==> src/rtl/amds_pkg.sv <==
// Shared types and constants for the AMDS frame receiver.
// AMDS_CHECKSUM_EN adds the checksum state to the frame FSM encoding.
package amds_pkg;

  localparam int CNT_W = 16;
  localparam logic [3:0] HDR_NIBBLE_DEF = 4'h9;

  typedef enum logic [1:0] {
    RX_NONE,
    RX_BYTE,
    RX_CORRUPT,
    RX_TIMEOUT
  } rx_res_e;

  typedef enum logic [2:0] {
    R_OFF,
    R_WAIT,
    R_START,
    R_DATA,
    R_STOP
  } rx_state_e;

`ifdef AMDS_CHECKSUM_EN
  typedef enum logic [2:0] {
    S_IDLE,
    S_HDR,
    S_MSB,
    S_LSB,
    S_CHK,
    S_COMMIT
  } frame_state_e;
`else
  typedef enum logic [2:0] {
    S_IDLE,
    S_HDR,
    S_MSB,
    S_LSB,
    S_COMMIT
  } frame_state_e;
`endif

  function automatic logic [7:0] hdr_byte(input logic [3:0] nib, input logic [3:0] ch);
    return {nib, ch};
  endfunction

endpackage

==> src/rtl/amds_frame_rx_if.sv <==
// Trigger, UART line and result/statistics bundle of the AMDS frame receiver.
interface amds_frame_rx_if
  import amds_pkg::*;
#(
  parameter int NUM_CH = 4
);
  logic                  start_rx;
  logic                  din;
  logic                  adc_uart_done;
  logic [NUM_CH-1:0]     is_dout_valid;
  logic [16*NUM_CH-1:0]  adc_dout;
  logic [CNT_W-1:0]      counter_data_valid;
  logic [CNT_W-1:0]      counter_data_corrupt;
  logic [CNT_W-1:0]      counter_data_timeout;
  logic [CNT_W-1:0]      counter_hdr_mismatch;
  logic [CNT_W-1:0]      counter_overrun;

  modport master (
    output start_rx, din,
    input  adc_uart_done, is_dout_valid, adc_dout,
    input  counter_data_valid, counter_data_corrupt, counter_data_timeout,
    input  counter_hdr_mismatch, counter_overrun
  );

  modport slave (
    input  start_rx, din,
    output adc_uart_done, is_dout_valid, adc_dout,
    output counter_data_valid, counter_data_corrupt, counter_data_timeout,
    output counter_hdr_mismatch, counter_overrun
  );
endinterface

==> src/rtl/amds_uart_byte_rx.sv <==
// 8N1 byte receiver: 2-flop synchroniser, mid-bit sampling, arm-to-start timeout.
// Emits a one-cycle byte / corrupt / timeout result, then stays idle until re-armed.
module amds_uart_byte_rx
  import amds_pkg::*;
#(
  parameter int CLKS_PER_BIT = 20,
  parameter int TIMEOUT_CLKS = 2000
) (
  input  logic       clk,
  input  logic       rst,
  input  logic       arm_i,
  input  logic       din_i,
  output rx_res_e    res_o,
  output logic [7:0] data_o
);

  localparam int BW   = $clog2(CLKS_PER_BIT);
  localparam int TW   = $clog2(TIMEOUT_CLKS + 1);
  localparam int HALF = CLKS_PER_BIT / 2;

  rx_state_e      state_q, state_d;
  logic [1:0]     sync_q;
  logic           prev_q;
  logic [BW-1:0]  bit_cnt_q, bit_cnt_d;
  logic [TW-1:0]  tmo_q, tmo_d;
  logic [2:0]     bit_idx_q, bit_idx_d;
  logic [7:0]     shift_q, shift_d;
  rx_res_e        res_q, res_d;
  logic           din_s;
  logic           fall;

  assign din_s = sync_q[1];
  assign fall  = prev_q & ~din_s;

  always_ff @(posedge clk or posedge rst) begin
    if (rst) begin
      state_q   <= R_OFF;
      sync_q    <= 2'b11;
      prev_q    <= 1'b1;
      bit_cnt_q <= '0;
      tmo_q     <= '0;
      bit_idx_q <= '0;
      shift_q   <= '0;
      res_q     <= RX_NONE;
    end else begin
      state_q   <= state_d;
      sync_q    <= {sync_q[0], din_i};
      prev_q    <= din_s;
      bit_cnt_q <= bit_cnt_d;
      tmo_q     <= tmo_d;
      bit_idx_q <= bit_idx_d;
      shift_q   <= shift_d;
      res_q     <= res_d;
    end
  end

  always_comb begin
    state_d   = state_q;
    bit_cnt_d = bit_cnt_q;
    tmo_d     = tmo_q;
    bit_idx_d = bit_idx_q;
    shift_d   = shift_q;
    res_d     = RX_NONE;
    case (state_q)
      R_WAIT: begin
        if (fall) begin
          state_d   = R_START;
          bit_cnt_d = '0;
        end else if (tmo_q == TW'(TIMEOUT_CLKS - 1)) begin
          res_d   = RX_TIMEOUT;
          state_d = R_OFF;
        end else begin
          tmo_d = tmo_q + TW'(1);
        end
      end
      R_START: begin
        // A start bit that is high again at its centre was a glitch; keep waiting.
        if (bit_cnt_q == BW'(HALF - 1)) begin
          bit_cnt_d = '0;
          bit_idx_d = '0;
          state_d   = din_s ? R_WAIT : R_DATA;
        end else begin
          bit_cnt_d = bit_cnt_q + BW'(1);
        end
      end
      R_DATA: begin
        if (bit_cnt_q == BW'(CLKS_PER_BIT - 1)) begin
          bit_cnt_d = '0;
          shift_d   = {din_s, shift_q[7:1]};
          if (bit_idx_q == 3'd7) state_d = R_STOP;
          else                   bit_idx_d = bit_idx_q + 3'd1;
        end else begin
          bit_cnt_d = bit_cnt_q + BW'(1);
        end
      end
      R_STOP: begin
        if (bit_cnt_q == BW'(CLKS_PER_BIT - 1)) begin
          res_d   = din_s ? RX_BYTE : RX_CORRUPT;
          state_d = R_OFF;
        end else begin
          bit_cnt_d = bit_cnt_q + BW'(1);
        end
      end
      default: ;
    endcase
    if (arm_i) begin
      state_d = R_WAIT;
      tmo_d   = '0;
    end
  end

  assign res_o  = res_q;
  assign data_o = shift_q;

endmodule

==> src/rtl/amds_frame_rx.sv <==
// AMDS framed ADC receiver: header/MSB/LSB per channel, atomic per-channel commit, statistics.
// Define AMDS_CHECKSUM_EN to require a header^MSB^LSB checksum byte after each packet.
module amds_frame_rx
  import amds_pkg::*;
#(
  parameter int         NUM_CH       = 4,
  parameter logic [3:0] HDR_NIBBLE   = HDR_NIBBLE_DEF,
  parameter int         CLKS_PER_BIT = 20,
  parameter int         TIMEOUT_CLKS = 2000
) (
  input logic            clk,
  input logic            rst,
  amds_frame_rx_if.slave bus
);

  frame_state_e         state_q, state_d;
  logic [3:0]           ch_q, ch_d;
  logic [15:0]          stage_q, stage_d;
  logic                 done_q, done_d;
  logic [NUM_CH-1:0]    valid_q, valid_d;
  logic [16*NUM_CH-1:0] dout_q, dout_d;
  logic [CNT_W-1:0]     cnt_valid_q, cnt_valid_d;
  logic [CNT_W-1:0]     cnt_corrupt_q, cnt_corrupt_d;
  logic [CNT_W-1:0]     cnt_timeout_q, cnt_timeout_d;
  logic [CNT_W-1:0]     cnt_hdr_q, cnt_hdr_d;
  logic [CNT_W-1:0]     cnt_ovr_q, cnt_ovr_d;
`ifdef AMDS_CHECKSUM_EN
  logic [7:0]           csum_q, csum_d;
`endif
  logic                 rx_arm;
  logic                 abort;
  rx_res_e              rx_res;
  logic [7:0]           rx_data;

  amds_uart_byte_rx #(
    .CLKS_PER_BIT (CLKS_PER_BIT),
    .TIMEOUT_CLKS (TIMEOUT_CLKS)
  ) u_byte_rx (
    .clk    (clk),
    .rst    (rst),
    .arm_i  (rx_arm),
    .din_i  (bus.din),
    .res_o  (rx_res),
    .data_o (rx_data)
  );

  always_ff @(posedge clk or posedge rst) begin
    if (rst) begin
      state_q       <= S_IDLE;
      ch_q          <= '0;
      stage_q       <= '0;
      done_q        <= 1'b1;
      valid_q       <= '0;
      dout_q        <= '0;
      cnt_valid_q   <= '0;
      cnt_corrupt_q <= '0;
      cnt_timeout_q <= '0;
      cnt_hdr_q     <= '0;
      cnt_ovr_q     <= '0;
`ifdef AMDS_CHECKSUM_EN
      csum_q        <= '0;
`endif
    end else begin
      state_q       <= state_d;
      ch_q          <= ch_d;
      stage_q       <= stage_d;
      done_q        <= done_d;
      valid_q       <= valid_d;
      dout_q        <= dout_d;
      cnt_valid_q   <= cnt_valid_d;
      cnt_corrupt_q <= cnt_corrupt_d;
      cnt_timeout_q <= cnt_timeout_d;
      cnt_hdr_q     <= cnt_hdr_d;
      cnt_ovr_q     <= cnt_ovr_d;
`ifdef AMDS_CHECKSUM_EN
      csum_q        <= csum_d;
`endif
    end
  end

  always_comb begin
    state_d       = state_q;
    ch_d          = ch_q;
    stage_d       = stage_q;
    done_d        = done_q;
    valid_d       = valid_q;
    dout_d        = dout_q;
    cnt_valid_d   = cnt_valid_q;
    cnt_corrupt_d = cnt_corrupt_q;
    cnt_timeout_d = cnt_timeout_q;
    cnt_hdr_d     = cnt_hdr_q;
    cnt_ovr_d     = cnt_ovr_q;
`ifdef AMDS_CHECKSUM_EN
    csum_d        = csum_q;
`endif
    rx_arm        = 1'b0;
    abort         = 1'b0;

    if (bus.start_rx && state_q != S_IDLE) cnt_ovr_d = cnt_ovr_q + 1'b1;

    if (state_q == S_IDLE) begin
      if (bus.start_rx) begin
        valid_d = '0;
        done_d  = 1'b0;
        ch_d    = '0;
        rx_arm  = 1'b1;
        state_d = S_HDR;
      end
    end else if (state_q == S_COMMIT) begin
      // The only place adc_dout changes, so a partially received sample is never visible.
      for (int k = 0; k < NUM_CH; k++) begin
        if (ch_q == 4'(k)) begin
          dout_d[16*k +: 16] = stage_q;
          valid_d[k]         = 1'b1;
        end
      end
      if (ch_q == 4'(NUM_CH - 1)) begin
        done_d  = 1'b1;
        state_d = S_IDLE;
      end else begin
        ch_d    = ch_q + 4'd1;
        rx_arm  = 1'b1;
        state_d = S_HDR;
      end
    end else if (rx_res == RX_CORRUPT) begin
      cnt_corrupt_d = cnt_corrupt_q + 1'b1;
      abort         = 1'b1;
    end else if (rx_res == RX_TIMEOUT) begin
      cnt_timeout_d = cnt_timeout_q + 1'b1;
      abort         = 1'b1;
    end else if (rx_res == RX_BYTE) begin
      case (state_q)
        S_HDR: begin
          if (rx_data == hdr_byte(HDR_NIBBLE, ch_q)) begin
            cnt_valid_d = cnt_valid_q + 1'b1;
            rx_arm      = 1'b1;
            state_d     = S_MSB;
`ifdef AMDS_CHECKSUM_EN
            csum_d      = rx_data;
`endif
          end else begin
            cnt_hdr_d = cnt_hdr_q + 1'b1;
            abort     = 1'b1;
          end
        end
        S_MSB: begin
          cnt_valid_d    = cnt_valid_q + 1'b1;
          stage_d[15:8]  = rx_data;
          rx_arm         = 1'b1;
          state_d        = S_LSB;
`ifdef AMDS_CHECKSUM_EN
          csum_d         = csum_q ^ rx_data;
`endif
        end
        S_LSB: begin
          cnt_valid_d   = cnt_valid_q + 1'b1;
          stage_d[7:0]  = rx_data;
`ifdef AMDS_CHECKSUM_EN
          csum_d        = csum_q ^ rx_data;
          rx_arm        = 1'b1;
          state_d       = S_CHK;
`else
          state_d       = S_COMMIT;
`endif
        end
`ifdef AMDS_CHECKSUM_EN
        S_CHK: begin
          if (rx_data == csum_q) begin
            cnt_valid_d = cnt_valid_q + 1'b1;
            state_d     = S_COMMIT;
          end else begin
            cnt_corrupt_d = cnt_corrupt_q + 1'b1;
            abort         = 1'b1;
          end
        end
`endif
        default: ;
      endcase
    end

    // Channels committed before the failure keep their valid bits.
    if (abort) begin
      done_d  = 1'b1;
      state_d = S_IDLE;
    end
  end

  assign bus.adc_uart_done        = done_q;
  assign bus.is_dout_valid        = valid_q;
  assign bus.adc_dout             = dout_q;
  assign bus.counter_data_valid   = cnt_valid_q;
  assign bus.counter_data_corrupt = cnt_corrupt_q;
  assign bus.counter_data_timeout = cnt_timeout_q;
  assign bus.counter_hdr_mismatch = cnt_hdr_q;
  assign bus.counter_overrun      = cnt_ovr_q;

endmodule

==> src/flat_wrapper.sv <==
// flat-port wrapper written by rule: the top's interface ports become plain ports
module amds_frame_rx_flat import amds_pkg::*;
#(
  parameter int         NUM_CH       = 4,
  parameter logic [3:0] HDR_NIBBLE   = HDR_NIBBLE_DEF,
  parameter int         CLKS_PER_BIT = 20,
  parameter int         TIMEOUT_CLKS = 2000
)
  (clk, rst, bus_start_rx, bus_din, bus_adc_uart_done, bus_is_dout_valid, bus_adc_dout, bus_counter_data_valid, bus_counter_data_corrupt, bus_counter_data_timeout, bus_counter_hdr_mismatch, bus_counter_overrun);
  amds_frame_rx_if #(.NUM_CH(NUM_CH)) bus_i ();
  input logic clk;
  input logic rst;
  input wire logic [$bits(bus_i.start_rx)-1:0] bus_start_rx;
  input wire logic [$bits(bus_i.din)-1:0] bus_din;
  output wire logic [$bits(bus_i.adc_uart_done)-1:0] bus_adc_uart_done;
  output wire logic [$bits(bus_i.is_dout_valid)-1:0] bus_is_dout_valid;
  output wire logic [$bits(bus_i.adc_dout)-1:0] bus_adc_dout;
  output wire logic [$bits(bus_i.counter_data_valid)-1:0] bus_counter_data_valid;
  output wire logic [$bits(bus_i.counter_data_corrupt)-1:0] bus_counter_data_corrupt;
  output wire logic [$bits(bus_i.counter_data_timeout)-1:0] bus_counter_data_timeout;
  output wire logic [$bits(bus_i.counter_hdr_mismatch)-1:0] bus_counter_hdr_mismatch;
  output wire logic [$bits(bus_i.counter_overrun)-1:0] bus_counter_overrun;
  assign bus_i.start_rx = bus_start_rx;
  assign bus_i.din = bus_din;
  assign bus_adc_uart_done = bus_i.adc_uart_done;
  assign bus_is_dout_valid = bus_i.is_dout_valid;
  assign bus_adc_dout = bus_i.adc_dout;
  assign bus_counter_data_valid = bus_i.counter_data_valid;
  assign bus_counter_data_corrupt = bus_i.counter_data_corrupt;
  assign bus_counter_data_timeout = bus_i.counter_data_timeout;
  assign bus_counter_hdr_mismatch = bus_i.counter_hdr_mismatch;
  assign bus_counter_overrun = bus_i.counter_overrun;
  amds_frame_rx #(.NUM_CH(NUM_CH), .HDR_NIBBLE(HDR_NIBBLE), .CLKS_PER_BIT(CLKS_PER_BIT), .TIMEOUT_CLKS(TIMEOUT_CLKS)) u_core (.clk(clk), .rst(rst), .bus(bus_i));
endmodule
==> config.mk <==
export PLATFORM = sky130hd
export DESIGN_NAME = amds_frame_rx_flat
export DESIGN_NICKNAME = d
export VERILOG_FILES = /design/src/rtl/amds_pkg.sv /design/src/rtl/amds_frame_rx_if.sv /design/src/rtl/amds_uart_byte_rx.sv /design/src/rtl/amds_frame_rx.sv /design/src/flat_wrapper.sv
export SDC_FILE = /design/constraint.sdc
export NUM_CORES = 1
export LEC_CHECK = 0
export ABC_CLOCK_PERIOD_IN_PS = 7950
export CORE_MARGIN = 5
export CORE_UTILIZATION = 53
export DETAILED_ROUTE_END_ITERATION = 8
export GPL_ROUTABILITY_DRIVEN = 0
export PLACE_DENSITY_LB_ADDON = 0.12
export RECOVER_POWER = 100
export SYNTH_ARGS = -nofsm -noshare
export SYNTH_HDL_FRONTEND = slang
export SYNTH_SLANG_ARGS = --single-unit
==> constraint.sdc <==
create_clock -name clk -period 7.95 [get_ports clk]
set_input_delay 1.1925 -clock clk [delete_from_list [all_inputs] [get_ports clk]]
set_output_delay 1.1925 -clock clk [all_outputs]
set_load 0.02 [all_outputs]
==> summary.md <==
| Metric | Value |
|---|---|
| Status | `complete, but fails checks` |
| Failing checks | `max-capacitance violations, max-slew violations` |
| Share of layout cells above drive strength 1 | `15.2%` |
| Cell Chain, Critical Path | `nor3b_1, nand4_1, o31ai_1, nand4_1, xnor2_1` |
| Avg Inst Size Synth | `12.4 sq um` |
| Register area share after synthesis | `57.9%` |
| Multi-input logic area | `3630 sq um` |
| Peak VDD IR | `202 uV` |
| Post-DP HPWL | `13.4 mm` |
| Hold slack final | `0.354 ns` |
| Worst-Margin Slew | `1.54 ns` |
| Count of different cell masters after synthesis | `59` |
| Ports | `153` |
| Initial antenna violation count | `0` |
| Nature of the critical path startpoint | `flip-flop` |
| Mapped Cells | `725` |
| Largest net degree at the start of global routing | `125` |
| Cell Area, Synth | `8960 sq um` |
| Vias per inst | `5.46` |
| Clock sink count | `207` |
| Sequential standard cell area | `5180 sq um` |
| Number of synthesized flops with an enable pin | `0` |
| Die Y | `140 microns` |
| Grt ovf | `0` |
| Flops & latches, synth | `207` |
| Chip width | `140 microns` |
| Main synth FF type | `dfrtp_1` |
| Crit Path Class | `reg -> reg` |
| CP Buf/Inv Count | `0` |
| Fill cells | `1,244` |
| # H-tree levels | `1` |
| Required time worst endpoint | `8.32 ns` |
| Final worst path period share | `39.0%` |
| Yosys top cell by area | `dfrtp_1` |
| Worst rel slew slack | `-3.87%` |
| Wire per inst | `17.0 microns` |
| Hold crit path type | `reg -> reg` |
| DR DRC count | `0` |
| CP max-delay cell | `nor3b_1` |
| DRT antenna net count | `0` |
| Asr flop ratio synth | `100%` |
| Max Clock Skew | `0.0108 ns` |
| N_diodes | `0` |
| Nets | `906` |
| Clk slew on worst S/H paths | `0.06 ns` |
| Max_cap viols | `1` |
| Initial core utilization | `54.0%` |
| Synth top area cells | `dfrtp_1, mux2_2, xnor2_1` |
| CTS max path bufs | `3` |
| WP data arrival | `3.46 ns` |
| Critical Path Max Stage Delay | `1.00 ns` |
| Post-CTS setup buffers | `0` |
| 1st-iter DRT viols | `303` |
| Syn nets | `743` |
| Max Slew Vio Count | `13` |
| CTS buffer count | `22` |
| Worst-Skew Late Latency | `0.49 ns` |
| Fin. Hold Viols | `0` |
| Worst path top cell family by delay | `simple AND/OR/NAND/NOR gates` |
| RSZ-0062 raised after global routing | `false` |
| Vias in the first global route | `6,377` |
| Final setup violation count | `0` |
| Site Rows | `47` |
| Critical path fanouts, max | `12` |
| CTS Hold Bufs | `0` |
| Vias | `6,121` |
| Total GRT Usage | `19.6%` |
| P&R area growth vs syn | `27.6%` |
| First-pass GRT wire length | `32.3 mm` |
| PD cells | `213 nW/um^2` |
| Setup TNS | `0 ns` |
| Final Critical Period | `3.10 ns` |
| CORE AREA | `16,600 sq um` |
| Die ar. | `19,600 sq um` |
| Port Buf Inserts | `152` |
| Post-CTS Resized | `0` |
| Top cell type's share of synthesized area | `56.7%` |
| Detailed Routing Iterations Pass 1 | `4` |
| Crit-path most repeated cell | `nand4_1` |
| WL final | `19.0 mm` |
| Root Buffer Master | `clkbuf_16` |
| Max Clock Freq | `323 MHz` |
| Synth warn | `0` |
| CTS tree | `done` |
| Crit. End Element | `flip-flop` |
| LEAKAGE | `0.00576 uW` |
==> sequential cells by signal (all words and copies together), names as in the netlist <==
register	count
u_core.bus.adc_dout	64
u_core.bus.counter_data_corrupt	16
u_core.bus.counter_data_timeout	16
u_core.bus.counter_data_valid	16
u_core.bus.counter_hdr_mismatch	16
u_core.bus.counter_overrun	16
u_core.stage_q	16
u_core.u_byte_rx.tmo_q	11
u_core.u_byte_rx.data_o	8
u_core.u_byte_rx.bit_cnt_q	5
u_core.bus.is_dout_valid	4
u_core.ch_q	4
u_core.state_q	3
u_core.u_byte_rx.bit_idx_q	3
u_core.u_byte_rx.state_q	3
u_core.u_byte_rx.res_o	2
u_core.u_byte_rx.sync_q	2
u_core.bus.adc_uart_done	1
u_core.u_byte_rx.prev_q	1
==> path summary, 6_finish.rpt <==
path,startpoint,endpoint,slack (ns),cells past startpoint
setup reg to reg,u_core.state_q[2],u_core.bus.counter_data_valid[11],4.85,5
max in group asynchronous,rst,u_core.bus.counter_data_valid[6],5.00,3
hold reg to reg,u_core.u_byte_rx.sync_q[0],u_core.u_byte_rx.sync_q[1],0.35,0
hold / removal,u_core.u_byte_rx.sync_q[0],u_core.u_byte_rx.sync_q[1],0.35,0
min in group asynchronous,rst,u_core.bus.counter_data_timeout[8],1.38,2
setup / recovery,u_core.state_q[2],u_core.bus.counter_data_valid[11],4.85,5
==> routing by layer <==
| layer | wire [microns] | track usage, % | up-vias |
|---|---|---|---|
| met3 | 1100 | 4.16 | 23 |
| met4 | 258 | 4.13 | 0 |
| met1 | 8100 | 26.0 | 3090 |
| li1 | - | - | 2863 |
| met2 | 9560 | 33.6 | 145 |
| met5 | 0 | 0 | - |
==> through the flow <==
stage / area, sq um / power, uW / setup WS (ns) / utilization, % / instances
detailed placement: 10700 / 1390 / 4.47 / 64.6 / 1084
global route: 11400 / 2550 / 4.53 / 68.9 / 1122
global placement: 10700 / 1370 / 4.55 / 64.6 / 1084
floorplan: 8960 / 1310 / 1.11 / - / 725
finish: 11400 / 2440 / 4.85 / 68.9 / 1122
CTS: 11500 / 2470 / 4.98 / 69.2 / 1122
==> kinds of logic after synthesis <==
group           count (synthesis)  share of synthesized area, %
simple gates                  252                          14.8
flops                         207                          57.9
mux                            94                          11.8
xor+xnor                       90                          8.80
compound gates                 47                          3.73
buf+inv                        21                          1.06
fa+ha+maj                      14                          1.95
==> cell usage after synthesis (all sizes together), types with 9 or more instances <==
cell / n
nand3: 31
nor3: 9
nor4: 12
o21ai: 16
buf: 11
nand4: 21
mux2: 94
nor2: 45
ha: 14
nand2: 76
xnor2: 60
and3: 12
dfrtp: 203
xor2: 30
==> cell type report <==
type	count	area share (%)
clock buffer	34	5.75
clock inverter	4	1.05
inverter	7	0.295
multi-input combinational	497	31.8
sequential	207	45.3
tap	220	2.41
timing repair buffer	153	13.4
==> power by group <==
group          internal [uW]  switching (uW)  total (uW)
combinational           89.9             116         206
sequential              1100            58.5        1150
clock                    695             385        1080
total                   1880             559        2440
==> placed cells by master, fill, tap and decap left out, types with 4 or more instances in the layout <==
master	count
nor4_1	10
nand3_1	31
nor2_1	45
nand2_1	76
clkbuf_1	7
o21ai_0	15
a21oi_1	7
nor2b_1	7
inv_1	6
nand2b_1	7
and3_1	12
and2_0	4
nor3_1	9
clkbuf_8	4
and4_1	7
xor2_1	30
dlygate4sd3_1	152
mux2_2	94
bufinv_16	4
xnor2_1	60
nand4_1	21
ha_1	14
clkbuf_16	23
nor3b_1	7
dfrtp_1	203
Note: power is estimated with default switching activity, not from simulation.
